File: src/rtl/mem_bridge.sv
// mem_bridge: registered request/done bridge between the control unit and a
// synchronous memory array, with a programmable number of access cycles.
// Optional feature macro: MEM_BRIDGE_RDBUF_EN adds a one-entry read buffer
// that completes a repeated read of the same address without a memory access.
module mem_bridge #(
    parameter int ADDR_W      = 8,
    parameter int DATA_W      = 8,
    parameter int WAIT_CYCLES = 2
) (
    input  logic              clk,
    input  logic              rst_n,
    input  logic              cu_req,
    input  logic              cu_we,
    input  logic [ADDR_W-1:0] cu_addr,
    input  logic [DATA_W-1:0] cu_wdata,
    output logic              cu_busy,
    output logic              cu_done,
    output logic [DATA_W-1:0] cu_rdata,
    output logic              mem_en,
    output logic              mem_we,
    output logic [ADDR_W-1:0] mem_addr,
    output logic [DATA_W-1:0] mem_wdata,
    input  logic [DATA_W-1:0] mem_rdata
);

    typedef enum logic [1:0] {
        ST_IDLE   = 2'd0,
        ST_ACCESS = 2'd1,
        ST_DONE   = 2'd2
    } state_t;

    localparam logic [7:0] CNT_LOAD = 8'(WAIT_CYCLES - 1);

    state_t            state_r;
    state_t            state_next_s;
    logic [7:0]        cnt_r;
    logic              start_s;
    logic              finish_s;
    logic              rd_hit_s;
    logic              cu_busy_r;
    logic              cu_done_r;
    logic              mem_en_r;
    logic              mem_we_r;
    logic [ADDR_W-1:0] mem_addr_r;
    logic [DATA_W-1:0] mem_wdata_r;
    logic [DATA_W-1:0] cu_rdata_r;

`ifdef MEM_BRIDGE_RDBUF_EN
    logic              buf_valid_r;
    logic [ADDR_W-1:0] buf_tag_r;
    logic [DATA_W-1:0] buf_data_r;
    logic              hit_s;

    // A read of the buffered address can be answered without touching memory.
    assign rd_hit_s = buf_valid_r && !cu_we && (buf_tag_r == cu_addr);
    assign hit_s    = (state_r == ST_IDLE) && cu_req && rd_hit_s;
`else
    assign rd_hit_s = 1'b0;
`endif

    // Next-state logic and single-cycle start/finish strobes.
    always_comb begin
        state_next_s = state_r;
        start_s      = 1'b0;
        finish_s     = 1'b0;
        case (state_r)
            ST_IDLE: begin
                if (cu_req && rd_hit_s) begin
                    state_next_s = ST_DONE;
                end else if (cu_req) begin
                    state_next_s = ST_ACCESS;
                    start_s      = 1'b1;
                end else begin
                    state_next_s = ST_IDLE;
                end
            end
            ST_ACCESS: begin
                if (cnt_r == 8'd0) begin
                    state_next_s = ST_DONE;
                    finish_s     = 1'b1;
                end else begin
                    state_next_s = ST_ACCESS;
                end
            end
            ST_DONE: begin
                state_next_s = ST_IDLE;
            end
            default: begin
                state_next_s = ST_IDLE;
            end
        endcase
    end

    // State register.
    always_ff @(posedge clk or negedge rst_n) begin
        if (!rst_n) begin
            state_r <= ST_IDLE;
        end else begin
            state_r <= state_next_s;
        end
    end

    // Status strobes registered from the next state so they line up with it.
    always_ff @(posedge clk or negedge rst_n) begin
        if (!rst_n) begin
            cu_busy_r <= 1'b0;
            cu_done_r <= 1'b0;
            mem_en_r  <= 1'b0;
        end else begin
            cu_busy_r <= (state_next_s != ST_IDLE);
            cu_done_r <= (state_next_s == ST_DONE);
            mem_en_r  <= (state_next_s == ST_ACCESS);
        end
    end

    // Request capture, wait counter and write-enable lifetime.
    always_ff @(posedge clk or negedge rst_n) begin
        if (!rst_n) begin
            cnt_r       <= 8'd0;
            mem_we_r    <= 1'b0;
            mem_addr_r  <= '0;
            mem_wdata_r <= '0;
        end else if (start_s) begin
            cnt_r       <= CNT_LOAD;
            mem_we_r    <= cu_we;
            mem_addr_r  <= cu_addr;
            mem_wdata_r <= cu_wdata;
        end else if (finish_s) begin
            mem_we_r    <= 1'b0;
        end else if (state_r == ST_ACCESS) begin
            cnt_r       <= cnt_r - 8'd1;
        end
    end

    // Read result; writes never disturb it.
    always_ff @(posedge clk or negedge rst_n) begin
        if (!rst_n) begin
            cu_rdata_r <= '0;
        end else if (finish_s && !mem_we_r) begin
            cu_rdata_r <= mem_rdata;
`ifdef MEM_BRIDGE_RDBUF_EN
        end else if (hit_s) begin
            cu_rdata_r <= buf_data_r;
`endif
        end
    end

`ifdef MEM_BRIDGE_RDBUF_EN
    // Read buffer: filled by completed reads, kept coherent by write-through.
    always_ff @(posedge clk or negedge rst_n) begin
        if (!rst_n) begin
            buf_valid_r <= 1'b0;
            buf_tag_r   <= '0;
            buf_data_r  <= '0;
        end else if (finish_s && !mem_we_r) begin
            buf_valid_r <= 1'b1;
            buf_tag_r   <= mem_addr_r;
            buf_data_r  <= mem_rdata;
        end else if (finish_s && buf_valid_r && (buf_tag_r == mem_addr_r)) begin
            buf_data_r  <= mem_wdata_r;
        end
    end
`endif

    assign cu_busy   = cu_busy_r;
    assign cu_done   = cu_done_r;
    assign cu_rdata  = cu_rdata_r;
    assign mem_en    = mem_en_r;
    assign mem_we    = mem_we_r;
    assign mem_addr  = mem_addr_r;
    assign mem_wdata = mem_wdata_r;

endmodule

File: config.mk
export PLATFORM = sky130hd
export DESIGN_NAME = mem_bridge
export DESIGN_NICKNAME = d
export VERILOG_FILES = /design/src/rtl/mem_bridge.sv
export SDC_FILE = /design/constraint.sdc
export NUM_CORES = 1
export LEC_CHECK = 0
export BUFFER_PORTS_ARGS = -buffer_cell sky130_fd_sc_hd__buf_2
export CAP_MARGIN = 25
export CELL_PAD_IN_SITES_DETAIL_PLACEMENT = 1
export CELL_PAD_IN_SITES_GLOBAL_PLACEMENT = 2
export CORE_MARGIN = 2
export CORE_UTILIZATION = 27
export DETAILED_ROUTE_END_ITERATION = 7
export HOLD_SLACK_MARGIN = 0.1
export PLACE_DENSITY_LB_ADDON = 0.08
export SYNTH_ARGS = -nofsm -noshare
export SYNTH_HDL_FRONTEND = slang
export SYNTH_SLANG_ARGS = --single-unit
File: constraint.sdc
create_clock -name clk -period 2.15 [get_ports clk]
set_input_delay 0.1075 -clock clk [delete_from_list [all_inputs] [get_ports clk]]
set_output_delay 0.1075 -clock clk [all_outputs]
set_load 0.01 [all_outputs]
==> flow_summary.toml, run 1 <==
[status]
status = "finished, final reports clean"

[finish]
filler_cell_count = 671
diodes = 0
nets = 274
syn_to_final_growth_pct = 47.9
drive_gt1_share_pct = 36.2

[pwr]
ir_worst_vdd_v = 0.000485
power.total_mw = 3.24
sw_frac_of_total_pct = 37.2
p_int_mw = 2.04
clkPwrFrac_pct = 16.1
p_comb_share_pct = 45.7
power-per-cell-area_mw_per_mm2 = 1350
switchingPower_mw = 1.21
power_frac_seq_pct = 38.1
p_leak_nw = 1.25

[setup_path]
critPathMaxStageDelay_ns = 0.65
crit_path_start_kind = "flop"
reg2reg_depth = 7
path_delay_family = "simple AND/OR/NAND/NOR gates"
r2r-end = "cnt_r[0]$_DFFE_PN0P_"
crit_required_ns = 2.36
critical_path.max_fanout = 5
cp-end-kind = "flop"
crit_start = "cnt_r[0]$_DFFE_PN0P_"
cp_cell_sequence = "inv_1 > ha_1 > buf_4 > or4b_2 > o21ai_1 > buf_4 > mux2i_1"
rrSetupSlack_ns = 0.16
crit_type = "reg -> reg"
cp_slowest_cell = "or4b_2"
cp_common_cell = "buf_4"
critical_path_arrival_ns = 2.20
worstReg2RegStart = "cnt_r[0]$_DFFE_PN0P_"
worst-path-buf-inv = 3

[clock_tree]
cts_tree = "yes"
clk_latency_ns = 0.28
cts_max_path_buffers = 2
clk_pin_slew_ns = 0.08
cts_max_level = 2
root_buffer = "clkbuf_8"
cts_buffers = 5
cts.sink_count = 38

[drt]
vias_per_cell = 4.40
wl_mm = 4.19
antenna_left = 0
drt_iter0_markers = 27
via_count = 1413
post-route-drc-count = 0
routedWlPerCell_um = 13.1
dr.pass1.iters = 2

[synth]
syn_avg_cell_area_um2 = 10.6
yosysUniqueCellTypes = 29
ys_ff_latch = 38
synth_nets = 182
synth_area_mm2 = 0.00162
seq_area_frac_synth_pct = 58.6
synth_cells = 153
yosys_warnings = 0

[floorplan]
placementRows = 28
die_h_um = 81.5
core_area_mm2 = 0.00585
start_util_pct = 27.7
die-area_mm2 = 0.00665
ios = 56
die_w_um = 81.5

[timing]
maxSlewHeadroom_pct = 42.7
rsz0062_at_grt = "no"
fin_crit_sh_pct = 92.5
drv_slew = 0
max_freq_mhz = 503
setup_tns_ns = 0
setup_violations = 0
tightest_slew_ns = 0.859
clock_skew_ns = 0.00228
finalHoldViolCount = 0
final.min_clock_period_ns = 1.99

[global_route]
grt_max_degree = 39
antenna_found_initial = 0
grt_first_pass_wirelength_mm = 6.78
grt_overflow_total = 0
grt_usage_pct = 13.5
grt_pass1_vias = 1478

[job]
maxCapViolCount = 0

[min_path]
hold_class = "in -> async"

[placed_design]
dp_hpwl_mm = 2.89
portBuffers = 55
gp_congestion = 0.735
## power by group through the flow
stage / combinational [mW] / sequential [mW] / clock, mW
3_3_place_gp: 1.43 / 1.24 / 0
6_report: 1.48 / 1.24 / 0.523
2_1_floorplan: 0.740 / 1.37 / 0
4_1_cts: 1.50 / 1.24 / 0.558
5_1_grt: 1.65 / 1.29 / 0.582
3_5_place_dp: 1.47 / 1.25 / 0
## worst reg2reg max path: cells and delay by family (launching register included)
kind,cells,cell delay (ns)
compound gates,1,0.18
fa+ha+maj,1,0.16
buf+inv,3,0.35
flops,1,0.38
mux,1,0.19
simple gates,1,0.65
## cells in the mapped netlist (all sizes together)
master	instances	area (um2)
nor4b	1	8.76
mux2	8	120
or4	1	11.3
nor3	4	20.0
nand2b	1	6.26
nor2	3	11.3
or3	2	13.8
nor2b	1	6.26
mux2i	4	40.0
clkbuf	5	18.8
ha	1	12.5
or3b	3	28.8
or4b	3	30.0
nand4b	1	8.76
buf	1	11.3
dfrtp	38	951
o21ai	5	25.0
nand3b	1	7.51
or2	1	6.26
inv	3	11.3
o2111ai	1	8.76
a21oi	3	15.0
nor3b	2	15.0
nand2	56	210
nand3	2	10.0
o211ai	2	15.0
## sequential cells by signal (all words and copies together) (netlist names)
signal     flops
mem_en         1
mem_wdata      8
cu_rdata       8
cu_busy        1
cu_done        1
cnt_r          8
state_r        2
mem_we         1
mem_addr       8
## routing by layer
metal | vias to the layer above | share of wire (%) | GRT usage [%]
li1 | 690 | - | -
met1 | 687 | 42 | 14.9
met2 | 32 | 52 | 24.8
met3 | 4 | 4.5 | 4.07
met4 | 0 | 0.81 | 4.07
met5 | - | 0 | 0
## per-stage QoR
stage / cells / hold WS [ns] / util, % / instance area, um2 / setup WS, ns
after floorplan: 153 / -0.188 / - / 1620 / 0.0104
after global routing: 321 / 0.510 / 41.0 / 2400 / 0.0558
final: 321 / 0.459 / 41.0 / 2400 / 0.161
after global placement: 286 / 0.259 / 34.8 / 2030 / 0.111
after CTS: 321 / 0.481 / 41.0 / 2400 / 0.0634
after detailed placement: 286 / 0.278 / 34.8 / 2030 / 0.0660
## cell type report
type,count,area [um2],area share (%)
Clock buffer,6,82.6,3.44
Timing Repair Buffer,91,613,25.5
Inverter,3,11.3,0.469
Multi-Input combinational cell,106,636,26.5
Tap cell,75,93.8,3.91
Sequential cell,38,951,39.6
Clock inverter,2,12.5,0.521
## kinds of logic (layout without fill, tap and decap cells)
family	Yosys count	count (layout)	synth area share (%)
AOI/OAI and AO/OA	11	11	3.93
adders and majority gates	1	1	0.771
buffers and inverters	9	102	2.54
DFF	38	38	58.6
muxes	12	12	9.87
and+or+nand+nor	82	82	24.3
## timing repair
| action | 4_1_cts | 5_1_grt |
|---|---|---|
| buffers inserted | 0 | 0 |
| hold buffers | 27 | 0 |
| setup endpoints to repair | 0 | 6 |
| resized for setup | 0 | 1 |
| hold endpoints to repair | 64 | 0 |
## layout by cell type (no fill, tap or decap), drive strengths merged
master       instances
a21oi                3
buf                 64
clkbuf               6
clkinv               1
clkinvlp             1
dfrtp               38
dlygate4sd3         27
ha                   1
inv                  3
mux2                 8
mux2i                4
nand2               56
nand2b               1
nand3                2
nand3b               1
nand4b               1
nor2                 3
nor2b                1
nor3                 4
nor3b                2
nor4b                1
o2111ai              1
o211ai               2
o21ai                5
or2                  1
or3                  2
or3b                 3
or4                  1
or4b                 3
## worst max-delay path by stage
stage                                    endpoint  slack, ns  cells past startpoint
final                        cnt_r[0]$_DFFE_PN0P_       0.16                      7
after floorplan           cu_rdata[0]$_DFFE_PN0P_       0.01                      6
after global placement    cu_rdata[3]$_DFFE_PN0P_       0.11                      5
after detailed placement  cu_rdata[0]$_DFFE_PN0P_       0.07                      5
after CTS                 cu_rdata[0]$_DFFE_PN0P_       0.06                      5
after global routing         cnt_r[1]$_DFFE_PN0P_       0.06                      7
Note: power is estimated with default switching activity, not from simulation.
==> run 2, diff against run 1 <==
--- a/config.mk
+++ b/config.mk
@@ -10,10 +10,10 @@
 export CELL_PAD_IN_SITES_DETAIL_PLACEMENT = 1
 export CELL_PAD_IN_SITES_GLOBAL_PLACEMENT = 2
 export CORE_MARGIN = 2
-export CORE_UTILIZATION = 27
+export CORE_UTILIZATION = 29
 export DETAILED_ROUTE_END_ITERATION = 7
 export HOLD_SLACK_MARGIN = 0.1
-export PLACE_DENSITY_LB_ADDON = 0.08
+export PLACE_DENSITY_LB_ADDON = 0.1
 export SYNTH_ARGS = -nofsm -noshare
 export SYNTH_HDL_FRONTEND = slang
 export SYNTH_SLANG_ARGS = --single-unit
==> constraint.sdc (replaced) <==
create_clock -name clk -period 2.1 [get_ports clk]
set_input_delay 0.105 -clock clk [delete_from_list [all_inputs] [get_ports clk]]
set_output_delay 0.105 -clock clk [all_outputs]
set_load 0.01 [all_outputs]
==> run 2 against run 1 <==
Against the previous run: sequential share of layout area fell by 0.31 points; design area is 0.78% higher; utilization rose by 3.4 points; worst hold slack gained 0.0012 ns; global-route usage increased by 2.5 points; register-to-register slack worse by 0.05 ns; critical path type unchanged; critical endpoint is now cu_rdata[1]$_DFFE_PN0P_.
==> flow_summary.toml, run 2 (synthesized netlist as in run 1, its figures left out) <==
[drt]
routedWlPerCell_um = 14.2
post-route-drc-count = 0
vias_per_cell = 4.51
antenna_left = 0
via_count = 1425
dr.pass1.iters = 4
wl_mm = 4.50
drt_iter0_markers = 60

[finish]
nets = 273
multiInputGateArea_um2 = 648
filler_cell_count = 639
drive_gt1_share_pct = 36.1
diodes = 0
final_common_cell = "nand2_1"
seq_area_um2 = 951
syn_to_final_growth_pct = 49.0
final_cell_mix = "56 x nand2_1, 55 x buf_2, 38 x dfrtp_1"

[setup_path]
critical_path.max_fanout = 8
critical_path_arrival_ns = 2.15
cp-end-kind = "flop"
crit_required_ns = 2.27
crit_type = "reg -> reg"
crit_path_start_kind = "flop"

[global_route]
grt_max_degree = 39
grt_first_pass_wirelength_mm = 7.69
antenna_found_initial = 0
grt_usage_pct = 16.0
grt_pass1_vias = 1602
grt_overflow_total = 0

[status]
status = "finished, final reports clean"

[floorplan]
placementRows = 27
die_h_um = 78.8
die_w_um = 78.8
core_area_mm2 = 0.00544
ios = 56
die-area_mm2 = 0.00621
start_util_pct = 29.8

[clock_tree]
root_buffer = "clkbuf_8"
cts_max_level = 2
postCtsSetupBuffers = 0
clk_latency_ns = 0.29
cts_tree = "yes"
cts_max_path_buffers = 2
cts.sink_count = 38
clk_pin_slew_ns = 0.07
cts_buffers = 5

[pwr]
clkPwrFrac_pct = 18.1
p_leak_nw = 1.25
switchingPower_mw = 1.26
p_int_mw = 2.21
power_frac_seq_pct = 37.0
ir_worst_vdd_v = 0.000413
p_comb_share_pct = 44.9
power-per-cell-area_mw_per_mm2 = 1440
sw_frac_of_total_pct = 36.4

[timing]
final.min_clock_period_ns = 1.99
clock_skew_ns = 0.00594
drv_slew = 0
tightest_slew_ns = 0.851
maxSlewHeadroom_pct = 43.2
fin_hold_ws_ns = 0.460
fin_crit_sh_pct = 94.5
rsz0062_at_grt = "no"
max_freq_mhz = 504
setup_violations = 0
finalHoldViolCount = 0
setup_tns_ns = 0

[min_path]
hold_class = "in -> async"

[placed_design]
dp_hpwl_mm = 3.04
portBuffers = 55
gp_congestion = 0.740

[job]
maxCapViolCount = 0
[run 2: cell count changes in the layout (fill, tap and decap cells not counted)]
cell	delta
buf_4	-1
ha_4	+1
clkinvlp_4	-1
ha_1	-1
clkinv_2	-1
bufinv_16	+1
[run 2: power by group through the flow]
stage               sequential, mW  combinational (mW)  clock, mW
global placement              1.27                1.47          0
detailed placement            1.29                1.54          0
CTS                           1.29                1.58      0.654
global route                  1.34                1.73      0.677
floorplan                     1.41               0.778          0
finish                        1.29                1.56      0.627
[run 2: cell type report]
cell class / count / area share (%)
timing repair buffer: 90 / 25.0
clock buffer: 6 / 3.41
sequential: 38 / 39.3
multi-input combinational: 106 / 26.8
clock inverter: 1 / 1.24
inverter: 3 / 0.466
tap: 72 / 3.72
[run 2: per-layer routing]
metal / routed length (um) / track usage, %
met4: 46 / 4.56
met1: 1940 / 18.5
met2: 2370 / 29.1
met5: 0 / 0
met3: 146 / 4.09
[run 2: path summary, 6_finish.rpt]
| path | to | start | cells after the start | slack (ns) |
|---|---|---|---|---|
| max reg2reg | cu_rdata[1]$_DFFE_PN0P_ | cnt_r[1]$_DFFE_PN0P_ | 5 | 0.11 |
| max | cu_rdata[1]$_DFFE_PN0P_ | cnt_r[1]$_DFFE_PN0P_ | 5 | 0.11 |
| min in group clk | mem_addr[6]$_DFFE_PN0P_ | mem_addr[6]$_DFFE_PN0P_ | 2 | 0.48 |
| max in group asynchronous | cu_busy$_DFF_PN0_ | rst_n | 2 | 1.10 |
| min | cnt_r[4]$_DFFE_PN0P_ | rst_n | 2 | 0.46 |
| min reg2reg | mem_addr[6]$_DFFE_PN0P_ | mem_addr[6]$_DFFE_PN0P_ | 2 | 0.48 |
[run 2: timing repair]
item	CTS	global route
setup endpoints to repair	0	10
hold endpoints to repair	64	0
resized for setup	0	1
hold buffers	27	0
[run 2: through the flow]
stage	cell area, um2	utilization (%)	instances	total power, mW	worst slack, ns
after floorplan	1640	-	153	2.18	0.00463
after global placement	2040	37.4	282	2.74	0.0633
after detailed placement	2040	37.4	282	2.82	0.0153
after CTS	2420	44.5	316	3.52	0.00243
after global routing	2420	44.5	316	3.74	0.0222
final	2420	44.5	316	3.47	0.115
[run 2: worst max-delay path, stage by stage (launching register included)]
cell and delay (ns):
dfrtp_1 0.38, inv_1 0.09, ha_4 0.14, or3b_4 0.39, or4_4 0.53, mux2_4 0.34
==> run 3, diff against run 2 <==
==> constraint.sdc (replaced) <==
create_clock -name clk -period 2.1 [get_ports clk]
set_input_delay 0.63 -clock clk [delete_from_list [all_inputs] [get_ports clk]]
set_output_delay 0.63 -clock clk [all_outputs]
set_load 0.01 [all_outputs]
==> run 3 against run 2 <==
Against the previous run: utilization down 4.7 points; non-clock buffer count down 25; clock skew down 0.0020 ns; via count down 8.1%; fmax down 0.56%; sequential power about the same; critical endpoint is now cu_rdata[2]$_DFFE_PN0P_; critical path depth unchanged; largest cell class unchanged; clock power up 0.8%; sequential share of layout area up 4.6 points.
==> flow_summary.toml, run 3 (synthesized netlist as in run 1, its figures left out) <==
[timing]
drv_slew = 0
max_freq_mhz = 501
maxSlewHeadroom_pct = 66.4
tightest_slew_ns = 0.504
setup_tns_ns = 0
final.min_clock_period_ns = 2.00
setup_violations = 0
finalHoldViolCount = 0
fin_crit_sh_pct = 95.1
clock_skew_ns = 0.00395
rsz0062_at_grt = "no"

[global_route]
antenna_found_initial = 0
grt_pass1_vias = 1454
grt_max_degree = 39
grt_first_pass_wirelength_mm = 6.89
grt_overflow_total = 0
grt_usage_pct = 14.4

[pwr]
p_leak_nw = 1.15
switchingPower_mw = 1.23
ir_worst_vdd_v = 0.000489
sw_frac_of_total_pct = 36.0
power-per-cell-area_mw_per_mm2 = 1580
p_comb_share_pct = 44.0
power_frac_seq_pct = 37.4
p_int_mw = 2.18
clkPwrFrac_pct = 18.5

[drt]
vias_per_cell = 4.50
dr.pass1.iters = 4
via_count = 1310
wl_mm = 4.09
drt_iter0_markers = 39
post-route-drc-count = 0
antenna_left = 0
routedWlPerCell_um = 14.1

[placed_design]
dp_hpwl_mm = 2.98
gp_congestion = 0.779
postPlaceCellArea_mm2 = 0.00205
portBuffers = 55

[clock_tree]
cts_tree = "yes"
hold_buffers = 0
clk_pin_slew_ns = 0.07
cts_buffers = 5
cts_max_path_buffers = 2
clk_latency_ns = 0.28
cts_max_level = 2
cts.sink_count = 38
root_buffer = "clkbuf_8"

[finish]
design_area_mm2 = 0.00216
drive_gt1_share_pct = 41.1
diodes = 0
nets = 248
final_cell_mix = "56 x nand2_1, 55 x buf_2, 38 x dfrtp_1"
final_common_cell = "nand2_1"
syn_to_final_growth_pct = 33.3

[floorplan]
placementRows = 27
die-area_mm2 = 0.00621
core_area_mm2 = 0.00544
die_h_um = 78.8
die_w_um = 78.8
start_util_pct = 29.8
ios = 56

[setup_path]
r2r-end = "cu_rdata[2]$_DFFE_PN0P_"
crit_required_ns = 2.27
critical_path.max_fanout = 8
critical_path_arrival_ns = 2.17
cp-end-kind = "flop"
worstReg2RegStart = "cnt_r[1]$_DFFE_PN0P_"
reg2reg_depth = 5
crit_type = "reg -> reg"
rrSetupSlack_ns = 0.10
crit_path_start_kind = "flop"

[status]
status = "finished, final reports clean"

[job]
maxCapViolCount = 0

[min_path]
hold_class = "in -> async"
run 3: changes by cell type in the layout (fill, tap and decap cells not counted):
| cell | change |
|---|---|
| buf_4 | +2 |
| dlygate4sd3_1 | -27 |
run 3: per-layer routing:
metal	part of all wire (%)	wire (um)	vias up	GRT usage, %
met3	4.6	189	4	3.98
met4	0.88	36	0	4.56
met2	51	2080	29	24.3
met1	44	1790	640	17.9
met5	0	0	-	0
li1	-	-	637	-
run 3: cell type report:
cell class              instances  area (um2)
well taps                      72        90.1
clock inverters                 1        30.0
flip-flops and latches         38         951
clock buffers                   6        82.6
inverters                       3        11.3
fillers                       648        3280
multi-input cells             106         648
repair buffers                 65         350
run 3: stage by stage:
stage	worst slack [ns]	hold WS (ns)	total power [mW]	cells	util, %
after global placement	0.0663	0.454	2.75	284	37.7
after CTS	0.0726	0.401	3.48	291	39.8
after floorplan	0.00463	0.334	2.18	153	-
after detailed placement	0.00190	0.461	2.82	284	37.7
after global routing	0.0161	0.433	3.70	291	39.8
final	0.103	0.386	3.41	291	39.8
run 3: what timing repair did:
action / CTS / global route
resized for setup: 0 / 1
buffers inserted: 0 / 0
gates cloned: 0 / 0
setup endpoints to repair: 2 / 2
pin swaps: 1 / 0
run 3: critical path, cell delays in order, from the launching register on:
cell and delay (ns):
dfrtp_1 0.38, inv_1 0.10, ha_4 0.14, or3b_4 0.39, or4_4 0.54, mux2_4 0.33
run 3: worst max-delay path by stage:
stage                                    start                       to  slack, ns
after floorplan           cnt_r[1]$_DFFE_PN0P_  cu_rdata[0]$_DFFE_PN0P_      0.005
after global placement    cnt_r[1]$_DFFE_PN0P_  cu_rdata[3]$_DFFE_PN0P_       0.07
after detailed placement  cnt_r[1]$_DFFE_PN0P_  cu_rdata[6]$_DFFE_PN0P_      0.002
after CTS                 cnt_r[1]$_DFFE_PN0P_     cnt_r[1]$_DFFE_PN0P_       0.07
after global routing      cnt_r[0]$_DFFE_PN0P_     cnt_r[1]$_DFFE_PN0P_       0.02
final                     cnt_r[1]$_DFFE_PN0P_  cu_rdata[2]$_DFFE_PN0P_       0.10
run 3: power groups by stage:
stage	clock (mW)	combinational [mW]	sequential [mW]
4_1_cts	0.661	1.53	1.28
5_1_grt	0.690	1.68	1.33
3_5_place_dp	0	1.53	1.29
3_3_place_gp	0	1.48	1.28
6_report	0.632	1.50	1.28
2_1_floorplan	0	0.778	1.41
